`src/rtl/spi_master_multi.sv`:
```
// Parametrised SPI master: configurable word width, SCLK divider, slave count,
// per-transfer CPOL/CPHA and bit order. One transfer runs
// IDLE -> SETUP -> TRANSFER -> HOLD -> IDLE, with a one-cycle done strobe.
module spi_master_multi #(
  parameter int DATA_WIDTH = 8,
  parameter int NUM_SS     = 4,
  parameter int CLK_DIV    = 4,
  parameter int SS_W       = (NUM_SS > 1) ? $clog2(NUM_SS) : 1
) (
  input  logic                  clk,
  input  logic                  rst_n,
  input  logic                  send,
  input  logic [DATA_WIDTH-1:0] send_data,
  input  logic [SS_W-1:0]       ss_sel,
  input  logic                  cpol,
  input  logic                  cpha,
  input  logic                  lsb_first,
  output logic                  ready,
  output logic                  busy,
  output logic                  done,
  output logic [DATA_WIDTH-1:0] received_data,
  output logic                  sclk,
  output logic                  mosi,
  input  logic                  miso,
  output logic [NUM_SS-1:0]     ss_n
);

  localparam int EDGES  = 2 * DATA_WIDTH;
  localparam int DIV_W  = (CLK_DIV > 1) ? $clog2(CLK_DIV) : 1;
  localparam int EDGE_W = $clog2(EDGES + 1);

  typedef enum logic [1:0] {IDLE, SETUP, TRANSFER, HOLD} state_t;

  state_t                state;
  logic [DIV_W-1:0]      div_cnt;
  logic [EDGE_W-1:0]     edge_cnt;
  logic [DATA_WIDTH-1:0] tx_sh;
  logic [DATA_WIDTH-1:0] rx_sh;
  logic                  cpol_q;
  logic                  cpha_q;
  logic                  lsb_q;

  logic div_tick;
  logic last_edge;
  logic sample_edge;

  // edge_cnt holds edges already issued, so the upcoming edge is leading when
  // edge_cnt is even; the sample edge is leading for cpha=0, trailing for cpha=1
  assign div_tick    = (div_cnt == DIV_W'(CLK_DIV - 1));
  assign last_edge   = (edge_cnt == EDGE_W'(EDGES - 1));
  assign sample_edge = (edge_cnt[0] == cpha_q);
  assign busy        = ~ready;

  // Transfer sequencer with all pin-level outputs registered
  always_ff @(posedge clk or negedge rst_n) begin
    if (!rst_n) begin
      state         <= IDLE;
      ready         <= 1'b1;
      done          <= 1'b0;
      received_data <= '0;
      sclk          <= 1'b0;
      mosi          <= 1'b0;
      ss_n          <= '1;
      div_cnt       <= '0;
      edge_cnt      <= '0;
      tx_sh         <= '0;
      rx_sh         <= '0;
      cpol_q        <= 1'b0;
      cpha_q        <= 1'b0;
      lsb_q         <= 1'b0;
    end else begin
      done <= 1'b0;
      case (state)
        IDLE: begin
          sclk     <= cpol;
          mosi     <= 1'b0;
          div_cnt  <= '0;
          edge_cnt <= '0;
          if (send && (int'(ss_sel) < NUM_SS)) begin
            state  <= SETUP;
            ready  <= 1'b0;
            ss_n   <= ~(NUM_SS'(1) << ss_sel);
            cpol_q <= cpol;
            cpha_q <= cpha;
            lsb_q  <= lsb_first;
            rx_sh  <= '0;
            // cpha=0 presents the first bit now, so it is consumed up front
            if (!cpha) begin
              mosi  <= lsb_first ? send_data[0] : send_data[DATA_WIDTH-1];
              tx_sh <= lsb_first ? (send_data >> 1) : (send_data << 1);
            end else begin
              tx_sh <= send_data;
            end
          end
        end
        SETUP, TRANSFER: begin
          if (div_tick) begin
            div_cnt  <= '0;
            sclk     <= ~sclk;
            edge_cnt <= edge_cnt + EDGE_W'(1);
            if (sample_edge) begin
              rx_sh <= lsb_q ? {miso, rx_sh[DATA_WIDTH-1:1]}
                             : {rx_sh[DATA_WIDTH-2:0], miso};
            end else if (!last_edge) begin
              mosi  <= lsb_q ? tx_sh[0] : tx_sh[DATA_WIDTH-1];
              tx_sh <= lsb_q ? (tx_sh >> 1) : (tx_sh << 1);
            end
            state <= last_edge ? HOLD : TRANSFER;
          end else begin
            div_cnt <= div_cnt + DIV_W'(1);
          end
        end
        HOLD: begin
          sclk <= cpol_q;
          if (div_tick) begin
            div_cnt       <= '0;
            ss_n          <= '1;
            received_data <= rx_sh;
            done          <= 1'b1;
            ready         <= 1'b1;
            state         <= IDLE;
          end else begin
            div_cnt <= div_cnt + DIV_W'(1);
          end
        end
        default: state <= IDLE;
      endcase
    end
  end

endmodule

```
`config.mk`:
```
export PLATFORM = sky130hd
export DESIGN_NAME = spi_master_multi
export DESIGN_NICKNAME = d
export VERILOG_FILES = /design/src/rtl/spi_master_multi.sv
export SDC_FILE = /design/constraint.sdc
export NUM_CORES = 1
export LEC_CHECK = 0
export CORE_MARGIN = 4
export CORE_UTILIZATION = 45
export CTS_BUF_LIST = sky130_fd_sc_hd__clkbuf_8
export CTS_CLUSTER_DIAMETER = 30
export CTS_CLUSTER_SIZE = 12
export DETAILED_ROUTE_END_ITERATION = 6
export PLACE_DENSITY = 0.77
export SLEW_MARGIN = 30
export SYNTH_ARGS = -nofsm -noshare
export SYNTH_HDL_FRONTEND = slang
export SYNTH_SLANG_ARGS = --single-unit
```
`constraint.sdc`:
```
create_clock -name clk -period 2.6 [get_ports clk]
set_input_delay 0.26 -clock clk [delete_from_list [all_inputs] [get_ports clk]]
set_output_delay 0.26 -clock clk [all_outputs]
set_load 0.01 [all_outputs]
```
==> metrics.md <==
| Metric | Value |
|---|---|
| Number of global-route vias before repair | `1718` |
| Initial Util | `47.7%` |
| Vias | `1629` |
| Number of synthesized flops with an enable pin | `0` |
| Relative slew slack | `about 64%` |
| Largest net degree at the start of global routing | `45` |
| Worst setup margin | `555 ps` |
| First-pass GRT wire length | `7780 um` |
| Syn Area/Cell | `between 10 and 15 um2` |
| CTS Buf Count | `5` |
| Cell row count | `25` |
| Sequential area share after synthesis | `47.6%` |
| Crit Path Class | `reg2reg` |
| Detail Placement HPWL | `between 3000 and 4000 um` |
| Fmax | `approximately 0.49 GHz` |
| Worst Path Required | `roughly 2800 ps` |
| Crit-path max FO | `8` |
| Final Hold Fails | `0` |
| Synthesis-to-layout area growth | `21.0%` |
| Net count after synthesis | `roughly 230` |
| Placed insts | `299` |
| Global route total overflow | `0` |
| RSZ-0062 raised after global routing | `false` |
| Die Area | `0.00639 mm2` |
| Syn Inst Count | `about 210` |
| Final net count | `around 260` |
| Clock skew | `8.20 ps` |
| Async SR Flop Fraction | `100%` |
| Slew @ Worst Pin | `535 ps` |
| Die Wd | `between 70 and 80 um` |
| Worst setup EP type | `flop` |
| Clk slew on worst S/H paths | `80 ps` |
| Most frequent cells in the layout | `mux2_2 (40), dfrtp_1 (39), clkdlybuf4s50_1 (32)` |
| Setup TNS | `0 ps` |
| Post-CTS Resized | `0` |
| Root Buffer | `clkbuf_8` |
| Synth unique cells | `35` |
| GPL Wtd Cong | `0.827` |
| Initial DRC Count | `71` |
| DRC Markers | `0` |
| Finished Layout Cells | `308` |
| Arrival time of the worst setup path | `around 2200 ps` |
| WL final | `4380 um` |
| Clock latency on the worst-skew pair | `290 ps` |
| Pre-CTS WS | `541 ps` |
| Synth area leaders | `dfrtp_1 (42%), mux2_2 (19%), dfstp_2 (5.6%)` |
| Tot GR Track Use | `15.3%` |
| Final setup vio count | `0` |
| Total leakage power | `1.25 nW` |
| Power per cell area | `1090 mW/mm2` |
| Post-route ant nets | `0` |
| CTS tree | `built` |
| Synth Warn # | `0` |
| Hold Slack | `439 ps` |
| Fin crit period | `between 2000 and 2500 ps` |
| Wire per inst | `14.2 um` |
| Pins over their slew limit | `0` |
| Post-Synthesis Cell Area | `0.00233 mm2` |
| Primary FF master, synth | `dfrtp_1` |
| Initial antenna violation count | `0` |
| H-tree depth | `2` |
| Antenna fix cells | `0` |
| Port Buffer Count | `33` |
| Ports | `34` |
| Critical path startpoint category | `flop` |
| Worst VDD drop | `between 500 and 600 uV` |
| Core box area | `0.00488 mm2` |
| Post-synth top area cell | `dfrtp_1` |
| Post-DR vias/cell | `5.29` |
| Status | `complete, no violations` |
| Top-area cell type share of the netlist area | `between 40% and 50%` |
| CTS sink cnt | `44` |
| Most common cell after layout, fill and taps aside | `mux2_2` |
| Crit share post-route | `78.7%` |
| Hold Crit Class | `reg2reg` |
| DR pass1 iterations | `4` |
| Flops & latches, synth | `44` |
| Maxcap violations | `0` |
| Clock Path Buffers | `2` |
| Die Height | `79.9 um` |
| Ratio of cells with drive above 1 in the final layout | `24.5%` |
[power by group]
part / total [mW] / switching, mW / internal [mW]
logic: 1.58 / 0.804 / 0.776
clock network: 0.416 / 0.208 / 0.209
registers: 1.08 / 0.165 / 0.919
[worst paths after layout]
check	start	endpoint	slack (ps)	cells after the start
min	div_cnt[0]$_DFF_PN0_	div_cnt[0]$_DFF_PN0_	440	1
max in group asynchronous	rst_n	ss_n[0]$_DFFE_PN1P_	1720	2
max	state[0]$_DFFE_PN0P_	rx_sh[3]$_DFFE_PN0P_	550	5
max reg2reg	state[0]$_DFFE_PN0P_	rx_sh[3]$_DFFE_PN0P_	550	5
min reg2reg	div_cnt[0]$_DFF_PN0_	div_cnt[0]$_DFF_PN0_	440	1
min in group asynchronous	rst_n	state[1]$_DFFE_PN0P_	510	2
[Yosys cell counts (2+ instances only)]
master	count
nor2_1	18
mux2i_1	13
mux2_2	40
nor2b_1	2
dfstp_2	5
xor2_1	2
a221o_1	4
buf_2	6
a22oi_1	3
nor3_1	2
nand3b_1	2
ha_1	5
inv_1	8
clkbuf_1	4
a21oi_1	8
xnor2_1	2
nand2_1	15
o21ai_0	9
o22ai_1	2
dfrtp_1	39
a31oi_1	3
[layout make-up]
cell class	count	area (um2)
repair buffers	37	360
clock buffers	6	82.6
clock inverters	2	7.51
flip-flops and latches	44	1110
multi-input cells	143	1140
well taps	67	83.8
inverters	9	33.8
fillers	419	2060
[stage by stage]
stage / instance area [um2] / utilization, % / power, mW
floorplan: 2330 / - / 2.24
global placement: 2720 / 55.6 / 2.65
detailed placement: 2720 / 55.6 / 2.68
CTS: 2810 / 57.5 / 3.12
global route: 2820 / 57.7 / 3.34
finish: 2820 / 57.7 / 3.08
[worst max-delay path, stage by stage, from the launching register on]
cell and delay (ps):
dfrtp_1 390, inv_1 50, ha_1 460, nor2_1 210, nor3_4 430, mux2_2 390
[sequential cells by signal (all words and copies together) (netlist names)]
register,cells
mosi,1
state,2
ss_n,4
tx_sh,8
sclk,1
cpha_q,1
lsb_q,1
rx_sh,8
edge_cnt,5
received_data,8
done,1
cpol_q,1
ready,1
div_cnt,2
[cells by family after synthesis]
group	Yosys count	share of synthesized area, %
buffers and inverters	19	3.39
xor gates and xnor gates	4	1.50
muxes	53	24.9
adders and majority gates	5	2.69
and+or+nand+nor	47	9.67
AOI/OAI and AO/OA	34	10.3
DFF	44	47.6
[metal layers]
layer  wire (um)  track usage (%)  up-vias
met2        2030             24.7       35
met5           0                0        -
li1            -                -      802
met1        2090             20.1      786
met4          48             4.39        0
met3         218             4.18        6
[timing repair]
action                    CTS  global route
hold buffers                0             1
buffers inserted            0             0
hold endpoints to repair    0            29
Note: power is estimated with default switching activity, not from simulation.
